===== src/rtl/entradas_pkg.sv =====
// rtl/entradas_pkg.sv - shared debounce FSM encoding, default timings and width helper
package entradas_pkg;

  typedef enum logic [1:0] {
    BAJO        = 2'd0,
    ESPERA_ALTO = 2'd1,
    ALTO        = 2'd2,
    ESPERA_BAJO = 2'd3
  } estado_t;

  // Defaults assume a 100 MHz clock: 10 ms debounce, 0.5 s first repeat, 0.1 s repeat period
  localparam int DEBOUNCE_CYCLES_DEF = 1_000_000;
  localparam int REPEAT_DELAY_DEF    = 50_000_000;
  localparam int REPEAT_PERIOD_DEF   = 10_000_000;

  // Counter width for a count of n cycles; never narrower than one bit
  function automatic int ancho(input int n);
    return (n > 1) ? $clog2(n) : 1;
  endfunction

endpackage


===== src/rtl/acondicionador_entradas_antirrebote.sv =====
// rtl/acondicionador_entradas_antirrebote.sv - per-channel 2-flop synchronizer and debounce FSM
module antirrebote
  import entradas_pkg::*;
#(
  parameter int DEBOUNCE_CYCLES = DEBOUNCE_CYCLES_DEF
) (
  input  logic i_clk,
  input  logic i_reset,
  input  logic i_raw,
  output logic o_nivel,
  output logic o_nivel_sig
);

  localparam int CW = ancho(DEBOUNCE_CYCLES);
  localparam logic [CW-1:0] C_MAX = CW'(DEBOUNCE_CYCLES - 1);

  logic [1:0]    r_sync;
  estado_t       r_estado;
  estado_t       w_estado_sig;
  logic [CW-1:0] r_cnt;
  logic [CW-1:0] w_cnt_sig;
  logic          w_in;

  assign w_in = r_sync[1];

  // Two-flop synchronizer for the raw asynchronous input
  always_ff @(posedge i_clk or posedge i_reset) begin
    if (i_reset) r_sync <= '0;
    else         r_sync <= {r_sync[0], i_raw};
  end

  // State and stability counter registers
  always_ff @(posedge i_clk or posedge i_reset) begin
    if (i_reset) begin
      r_estado <= BAJO;
      r_cnt    <= '0;
    end else begin
      r_estado <= w_estado_sig;
      r_cnt    <= w_cnt_sig;
    end
  end

  // Next state: the counter stops at C_MAX because reaching it always leaves the waiting state
  always_comb begin
    w_estado_sig = r_estado;
    w_cnt_sig    = r_cnt;
    case (r_estado)
      BAJO: begin
        if (w_in) begin
          w_estado_sig = ESPERA_ALTO;
          w_cnt_sig    = '0;
        end
      end
      ESPERA_ALTO: begin
        if (!w_in)               w_estado_sig = BAJO;
        else if (r_cnt == C_MAX) w_estado_sig = ALTO;
        else                     w_cnt_sig    = r_cnt + 1'b1;
      end
      ALTO: begin
        if (!w_in) begin
          w_estado_sig = ESPERA_BAJO;
          w_cnt_sig    = '0;
        end
      end
      ESPERA_BAJO: begin
        if (w_in)                w_estado_sig = ALTO;
        else if (r_cnt == C_MAX) w_estado_sig = BAJO;
        else                     w_cnt_sig    = r_cnt + 1'b1;
      end
      default: w_estado_sig = BAJO;
    endcase
  end

  // Debounced level now and after the coming edge, so the top can register edges without extra delay
  always_comb begin
    o_nivel     = (r_estado == ALTO) || (r_estado == ESPERA_BAJO);
    o_nivel_sig = (w_estado_sig == ALTO) || (w_estado_sig == ESPERA_BAJO);
  end

endmodule


===== src/rtl/acondicionador_entradas.sv =====
// rtl/acondicionador_entradas.sv - debounced buttons with press/auto-repeat pulses and filtered mode switches
module acondicionador_entradas
  import entradas_pkg::*;
#(
  parameter int DEBOUNCE_CYCLES = DEBOUNCE_CYCLES_DEF,
  parameter int REPEAT_DELAY    = REPEAT_DELAY_DEF,
  parameter int REPEAT_PERIOD   = REPEAT_PERIOD_DEF
) (
  input  logic i_clk,
  input  logic i_reset,
  input  logic i_btn_arriba,
  input  logic i_btn_abajo,
  input  logic i_btn_izquierda,
  input  logic i_btn_derecha,
  input  logic i_sw_escribe,
  input  logic i_sw_crono,
  input  logic i_sw_reset,
  input  logic i_sw_cr_activo,
  output logic o_push_arriba,
  output logic o_push_abajo,
  output logic o_push_izquierda,
  output logic o_push_derecha,
  output logic o_escribe1,
  output logic o_crono1,
  output logic o_reset1,
  output logic o_cr_activo1,
  output logic o_conflicto
);

  localparam int RW = ancho((REPEAT_DELAY > REPEAT_PERIOD) ? REPEAT_DELAY : REPEAT_PERIOD);
  localparam logic [RW-1:0] R_DELAY  = RW'(REPEAT_DELAY - 1);
  localparam logic [RW-1:0] R_PERIOD = RW'(REPEAT_PERIOD - 1);

  // Channel order: 0 arriba, 1 abajo, 2 izquierda, 3 derecha, 4 escribe, 5 crono, 6 reset, 7 cr_activo
  logic [7:0]    w_raw;
  logic [3:0]    w_nivel;
  logic [3:0]    w_unused_nivel;
  logic [7:0]    w_nivel_sig;
  logic [3:0]    w_sube;
  logic [1:0]    w_rep;
  logic [3:0]    w_pulso;
  logic          w_conf;
  logic [RW-1:0] r_rep_cnt [2];
  logic [1:0]    r_rep_fase;
  logic [3:0]    r_push;
  logic          r_escribe1;
  logic          r_crono1;
  logic          r_reset1;
  logic          r_cr_activo1;
  logic          r_conflicto;

  assign w_raw = {i_sw_cr_activo, i_sw_reset, i_sw_crono, i_sw_escribe,
                  i_btn_derecha, i_btn_izquierda, i_btn_abajo, i_btn_arriba};

  for (genvar g = 0; g < 4; g++) begin : g_btn
    antirrebote #(.DEBOUNCE_CYCLES(DEBOUNCE_CYCLES)) u_antirrebote (
      .i_clk       (i_clk),
      .i_reset     (i_reset),
      .i_raw       (w_raw[g]),
      .o_nivel     (w_nivel[g]),
      .o_nivel_sig (w_nivel_sig[g])
    );
  end

  for (genvar g = 4; g < 8; g++) begin : g_sw
    antirrebote #(.DEBOUNCE_CYCLES(DEBOUNCE_CYCLES)) u_antirrebote (
      .i_clk       (i_clk),
      .i_reset     (i_reset),
      .i_raw       (w_raw[g]),
      .o_nivel     (w_unused_nivel[g-4]),
      .o_nivel_sig (w_nivel_sig[g])
    );
  end

  // Press/repeat candidates and mode-switch conflict detection
  always_comb begin
    w_sube = w_nivel_sig[3:0] & ~w_nivel;
    for (int k = 0; k < 2; k++) begin
      w_rep[k] = w_nivel[k] && w_nivel_sig[k] &&
                 (r_rep_cnt[k] == (r_rep_fase[k] ? R_PERIOD : R_DELAY));
    end
    w_pulso = {w_sube[3], w_sube[2], w_sube[1] | w_rep[1], w_sube[0] | w_rep[0]};
    w_conf  = (w_nivel_sig[4] & w_nivel_sig[5]) |
              (w_nivel_sig[4] & w_nivel_sig[7]) |
              (w_nivel_sig[5] & w_nivel_sig[7]);
  end

  // Auto-repeat timers for arriba/abajo: restart on press, cleared as soon as the level drops
  always_ff @(posedge i_clk or posedge i_reset) begin
    if (i_reset) begin
      for (int k = 0; k < 2; k++) r_rep_cnt[k] <= '0;
      r_rep_fase <= '0;
    end else begin
      for (int k = 0; k < 2; k++) begin
        if (w_sube[k] || !w_nivel_sig[k]) begin
          r_rep_cnt[k]  <= '0;
          r_rep_fase[k] <= 1'b0;
        end else if (w_rep[k]) begin
          r_rep_cnt[k]  <= '0;
          r_rep_fase[k] <= 1'b1;
        end else if (r_rep_cnt[k] != '1) begin
          r_rep_cnt[k]  <= r_rep_cnt[k] + 1'b1;
        end
      end
    end
  end

  // Registered pulses; a coincident pulse on the opposite direction cancels both
  always_ff @(posedge i_clk or posedge i_reset) begin
    if (i_reset) begin
      r_push <= '0;
    end else begin
      r_push[0] <= w_pulso[0] & ~w_pulso[1];
      r_push[1] <= w_pulso[1] & ~w_pulso[0];
      r_push[2] <= w_pulso[2] & ~w_pulso[3];
      r_push[3] <= w_pulso[3] & ~w_pulso[2];
    end
  end

  // Registered switch levels; mode switches are blanked while more than one is on
  always_ff @(posedge i_clk or posedge i_reset) begin
    if (i_reset) begin
      r_escribe1   <= 1'b0;
      r_crono1     <= 1'b0;
      r_reset1     <= 1'b0;
      r_cr_activo1 <= 1'b0;
      r_conflicto  <= 1'b0;
    end else begin
      r_escribe1   <= w_nivel_sig[4] & ~w_conf;
      r_crono1     <= w_nivel_sig[5] & ~w_conf;
      r_reset1     <= w_nivel_sig[6];
      r_cr_activo1 <= w_nivel_sig[7] & ~w_conf;
      r_conflicto  <= w_conf;
    end
  end

  assign o_push_arriba    = r_push[0];
  assign o_push_abajo     = r_push[1];
  assign o_push_izquierda = r_push[2];
  assign o_push_derecha   = r_push[3];
  assign o_escribe1       = r_escribe1;
  assign o_crono1         = r_crono1;
  assign o_reset1         = r_reset1;
  assign o_cr_activo1     = r_cr_activo1;
  assign o_conflicto      = r_conflicto;

endmodule

===== config.mk =====
export PLATFORM = sky130hd
export DESIGN_NAME = acondicionador_entradas
export DESIGN_NICKNAME = d
export VERILOG_FILES = /design/src/rtl/entradas_pkg.sv /design/src/rtl/acondicionador_entradas_antirrebote.sv /design/src/rtl/acondicionador_entradas.sv
export SDC_FILE = /design/constraint.sdc
export NUM_CORES = 1
export LEC_CHECK = 0
export CORE_UTILIZATION = 47
export CTS_CLUSTER_SIZE = 8
export DETAILED_ROUTE_END_ITERATION = 8
export SYNTH_ARGS = -nofsm -noshare
export SYNTH_HDL_FRONTEND = slang
export SYNTH_HIERARCHICAL = 1
export SYNTH_SLANG_ARGS = --single-unit

===== constraint.sdc =====
create_clock -name i_clk -period 3.2 [get_ports i_clk]
set_input_delay 0.32 -clock i_clk [delete_from_list [all_inputs] [get_ports i_clk]]
set_output_delay 0.32 -clock i_clk [all_outputs]
set_load 0.05 [all_outputs]

# ---- After elaboration in Yosys (flattened, before gate mapping)
# Index checks and enable logic that the tools add are counted.
dict set report word_totals {
  ram_bits 0
  regBits 255
  wordCells 305
  latchBits 0
  in_bits 10
  output_inout_bits 9
  memories 0
  mem_bits_ro 0
}
dict set report classes {
  n_bitwise 21
  add_sub_neg 10
  n_shift 0
  n_lt_le_gt_ge 0
  muxes 116
  mul 0
  n_eq_ne 84
  n_reduce_logical 40
  n_div 0
}
# op n
set op_table {}
lappend op_table {{20-bit two-way mux} 40}
lappend op_table {{20-bit case mux with 4 select lines} 8}
lappend op_table {{26-bit two-way mux} 8}
lappend op_table {{20-bit by 1-bit adder with 20-bit output, second input constant} 8}
lappend op_table {{20-bit equality test, second input constant} 8}
lappend op_table {{2-bit two-way mux} 48}
lappend op_table {{2-bit equality test, second input constant} 32}
lappend op_table {{2-bit case mux with 4 select lines} 8}
lappend op_table {{26-bit by 1-bit adder with 26-bit output, second input constant} 2}
lappend op_table {{26-bit equality test} 2}
lappend op_table {{26-bit inequality test, second input constant} 2}
lappend op_table {{2-bit by 1-bit inequality test with 1-bit output, second input constant} 16}
lappend op_table {{2-bit inequality test, second input constant} 16}
lappend op_table {{4-bit AND reduction} 8}
lappend op_table {{2-bit by 1-bit equality test with 1-bit output, second input constant} 8}
lappend op_table {{2-bit logical NOT} 8}
lappend op_table {{1-bit logical OR} 14}
lappend op_table {{1-bit AND} 10}
lappend op_table {{3-bit nonzero test} 2}
lappend op_table {{1-bit inverter} 5}
lappend op_table {{4-bit AND} 1}
lappend op_table {{1-bit logical AND} 4}
lappend op_table {{1-bit two-way mux} 4}
lappend op_table {{4-bit inverter} 1}
lappend op_table {{other kinds (3)} 8}

# ---- Logic depth before layout (Yosys ltp)
dict set report logic_depth {
  word_depth 11
  ltp_mapped 11
  depth_no_buf 9
}

# ---- By module
# The synthesis kept the hierarchy.
# module n_inst cells_each area_each_um2
set modules_own_cells {}
lappend modules_own_cells {{antirrebote at g_btn[0].u_antirrebote ...} 7 150 1462.7}
lappend modules_own_cells {acondicionador_entradas 1 354 3405.8}
lappend modules_own_cells {{antirrebote at g_sw[7].u_antirrebote} 1 168 1561.5}

# ---- Worst setup path after synthesis
# OpenSTA, ideal clock, no wires.
dict set report synth_path {
  kind {register -> register}
  from {register g_btn[0].u_antirrebote.r_cnt[12]}
  to {register r_rep_cnt[41] (netlist bit)}
  slack_ns 0.505
  setup_ns 0.077
  path_buffers 2
  required_ns 3.123
  arrival_time_ns 2.618
  synth_period_minus_slack_ns 2.695
  stages_incl_launch_ff 12
  path_cell_list {dfrtp_1 > buf_6 > or4_1 > or4_4 > o21ai_0 > nand2_1 > and4b_1 > nand3_1 > a2111o_1 > nand3_1 > buf_2 > a21oi_1}
}
dict set report synth_between {
  elab_chain_cells 10
  word_cells_on_any_way 17
  classes_between {3 x eq/ne; 7 x mux; 1 x bitwise; 6 x reduce/logical}
}
# element line
set synth_lines {}
lappend synth_lines {{from (decl)} acondicionador_entradas_antirrebote.sv:20} ;# logic [CW-1:0] r_cnt;
lappend synth_lines {{from (signal assigned)} acondicionador_entradas_antirrebote.sv:39} ;# r_cnt <= w_cnt_sig;
lappend synth_lines {{20-bit equality test (*)} {acondicionador_entradas_antirrebote.sv:56, acondicionador_entradas_antirrebote.sv:67}}
lappend synth_lines {{2-bit two-way mux, on equally long branches} {acondicionador_entradas_antirrebote.sv:67, acondicionador_entradas_antirrebote.sv:56}}
lappend synth_lines {{2-bit two-way mux, on equally long branches} {acondicionador_entradas_antirrebote.sv:66, acondicionador_entradas_antirrebote.sv:55}}
lappend synth_lines {{2-bit case mux with 4 select lines (*)} acondicionador_entradas_antirrebote.sv:47} ;# case (r_estado)
lappend synth_lines {{2-bit equality test} acondicionador_entradas_antirrebote.sv:77} ;# o_nivel_sig = (w_estado_sig == ALTO) || (w_estado_sig == ESPERA_BAJO);
lappend synth_lines {{1-bit logical OR (*)} acondicionador_entradas_antirrebote.sv:77}
lappend synth_lines {{net w_nivel_sig[0]} acondicionador_entradas.sv:38} ;# logic [7:0] w_nivel_sig;
lappend synth_lines {{1-bit logical AND (2 in a row)} acondicionador_entradas.sv:79} ;# w_rep[k] = w_nivel[k] && w_nivel_sig[k] &&
lappend synth_lines {{26-bit two-way mux} acondicionador_entradas.sv:98} ;# end else if (w_rep[k]) begin
lappend synth_lines {{26-bit two-way mux} acondicionador_entradas.sv:95} ;# if (w_sube[k] || !w_nivel_sig[k]) begin
lappend synth_lines {{to (signal, indexed assignment)} acondicionador_entradas.sv:102} ;# r_rep_cnt[k] <= r_rep_cnt[k] + 1'b1;
lappend synth_lines {{to (decl)} acondicionador_entradas.sv:43} ;# logic [RW-1:0] r_rep_cnt [2];
# The timed path passes the listed nets; every way through them passes the cells marked *.
# A chain may end at the register's enable or synchronous reset.

# ---- Final worst setup path
dict set report layout_path {
  from {register g_btn[0].u_antirrebote.r_cnt[10]}
  to {register r_rep_cnt[27] (netlist bit)}
}
# The elaborated chain is that of the path after synthesis.

==> results by group <==
Outcome
  • Outcome: complete, no violations

Final layout
  • # diodes: 0
  • Share of cells above drive strength 1: 9.572%
  • Final Util: 52.90%
  • Final #Nets: 1606
  • Fin cells: 1990
  • Area Overhead vs Synth: 10.45%
  • Number of fillers in the final layout: slightly below 3000

Hold path
  • Worst hold path type: primary input to flip-flop
  • Worst Hold Launch: i_sw_escribe

Place
  • GPL Wtd Cong: ~0.85
  • I/O Buffers: 18
  • DP Wirelength: 23600 um
  • Cells after DPL: between 1500 and 2000

Setup path
  • Worst Setup SP: g_btn[0].u_antirrebote/r_cnt[10]
  • CP max FO: 8
  • CP bufs+invs: 1
  • RR Startpoint: g_btn[0].u_antirrebote/r_cnt[10]
  • Critical path endpoint category: flip-flop
  • Startpoint types: flip-flop
  • CP Cell Sequence: or4bb_1 -> or4_4 -> o21ai_0 -> nand2_1 -> and4b_1 -> nand3_1 -> a2111o_1 -> nand3_2 -> buf_4 -> a21oi_1
  • CP max stage cell: or4_4
  • Cell family with most CP delay: simple AND/OR/NAND/NOR gates
  • Slowest cell delay on critical path: 0.58 ns
  • CP Data Required Time: about 3.6 ns
  • Critical path class: flip-flop to flip-flop
  • Worst EP arrival: 3.34 ns

Synthesis
  • Syn Nets: 1588
  • Avg Inst Size Synth: between 9 and 10 um2
  • Cells after Synth: ~1600
  • Yosys warnings: 6
  • Post-Syn Area: 0.01519 mm2

Timing
  • Final setup fails: 0
  • Slew Limit Fails: 0
  • Worst-margin pin slew: 0.8410 ns
  • Endpoints failing hold: 0
  • Unrepaired setup endpoints after global routing: no
  • Tcrit/Tclk final: 91.00%
  • F_max: 0.3434 GHz
  • Setup TNS: 0 ns
  • Max-slew headroom: a little over two fifths
  • Setup Skew: 0.01648 ns
  • Min cycle time layout: 2.912 ns

GRT
  • All-Layer GR Usage: 22.06%
  • Vias in the first global route: about 12000
  • Overflow after GRT: 0
  • Initial antenna violation count: 0
  • Largest net degree at the start of global routing: 58
  • First-pass GRT wire length: 61200 um

Power
  • Leak pwr: a little under 7 nW
  • Final Total Pwr: roughly 0.0074 W
  • Max VDD drop: 370.6 uV
  • Power per cell area: 438.2 mW/mm2

Floorplanning
  • Row count: 65
  • DIE WIDTH: 181.8 um
  • I/O pin count: 19
  • DIE AREA: 0.03304 mm2
  • Die Ht: 181.8 um
  • Total core area: 0.03172 mm2
  • Starting density of the core: 47.89%

Route
  • DR vias/cell: 6.396
  • Total wire length: 35700 um
  • Pre-Repair DR Iteration Count: 5
  • Drt drc: 0
  • WL per Instance: 17.94 um
  • Via count: between 10000 and 15000
  • 1st-iter DRT viols: 827
  • ANT nets after route: 0

Clocking
  • Num Clock Sinks: 255
  • H-tree depth: 2
  • Clock buffer depth: 3
  • Post-CTS sizing: 0
  • Post-CTS Hold Buffers: 0
  • Clk_lat worst skew: 0.51 ns
  • Postcts setup bufs: 0
  • CTS Buf Count: 37
  • CTS root buf: clkbuf_16
  • Worst-path clk slew: 0.05 ns
  • CTS tree: yes

Flow run
  • Max Cap Violations: 0
[per-layer routing]
layer	GRT usage [%]	up-vias	share of wire, %
met2	35.00	237	46
li1	-	6147	-
met4	6.949	0	2.1
met5	0	-	0
met1	31.32	6282	48
met3	2.848	63	3.5
[placed cells by master, fill, tap and decap left out, drive strengths merged, types with 32 or more instances in the layout]
cell    instances
and2           63
and3           38
o21ai          71
dfrtp         255
and4           40
o31ai          33
inv            57
nand2          93
nand4          65
xnor2          32
clkbuf         40
nand3         103
a211o          42
nor2           80
buf            35
or4            42
[final cells by class]
class / instances / area [um2] / area share [%]
repair buffers: 53 / 455.4 / 2.714
clock buffers: 40 / 979.7 / 5.839
flip-flops and latches: 255 / 6381 / 38.03
inverters: 56 / 210.2 / 1.253
multi-input cells: 1183 / 8240 / 49.11
clock inverters: 1 / 8.758 / 0.05220
well taps: 402 / 503.0 / 2.998
[worst paths after layout]
kind	end	slack, ns	depth (start not counted)
worst max-delay path	r_rep_cnt[27]	0.29	10
worst min-delay path	g_sw[4].u_antirrebote/r_sync[0]	0.25	1
worst max register to register	r_rep_cnt[27]	0.29	10
worst min register to register	g_btn[3].u_antirrebote/r_sync[1]	0.34	0
max in group asynchronous	g_sw[5].u_antirrebote/r_cnt[9]	1.85	3
min in group asynchronous	o_crono1	0.60	2
[worst register-to-register path: stages (launching register included)]
cell      delay (ns)
dfrtp_1         0.42
or4bb_1         0.52
or4_4           0.58
o21ai_0         0.17
nand2_1         0.18
and4b_1         0.23
nand3_1         0.08
a2111o_1        0.15
nand3_2         0.16
buf_4           0.22
a21oi_1         0.13
[where the power goes]
group / switching (W) / internal, W
sequential: 0.000111 / 0.00331
clock: 0.00134 / 0.00213
combinational: 0.000287 / 0.000169
[state kept, by name (all words and copies together), names as in the netlist]
signal	cells
r_push	4
o_crono1	1
g_btn.u_antirrebote/r_cnt	80
r_rep_fase	2
g_btn.u_antirrebote/r_sync	8
o_conflicto	1
o_cr_activo1	1
g_sw.u_antirrebote/r_cnt	80
g_sw.u_antirrebote/r_sync	8
o_reset1	1
g_btn.u_antirrebote/r_estado	8
g_sw.u_antirrebote/r_estado	8
o_escribe1	1
r_rep_cnt	52
[per-stage QoR]
stage / area, um2 / hold WS (ns) / worst slack [ns]
after floorplan: 15190 / 0.3312 / 0.5047
after global placement: 15790 / 0.3326 / 0.2822
after detailed placement: 15790 / 0.3358 / 0.2679
after CTS: 16770 / 0.2252 / 0.2354
after global routing: 16780 / 0.2313 / 0.08792
final: 16780 / 0.2465 / 0.2881
(Power assumes the default switching activity.)
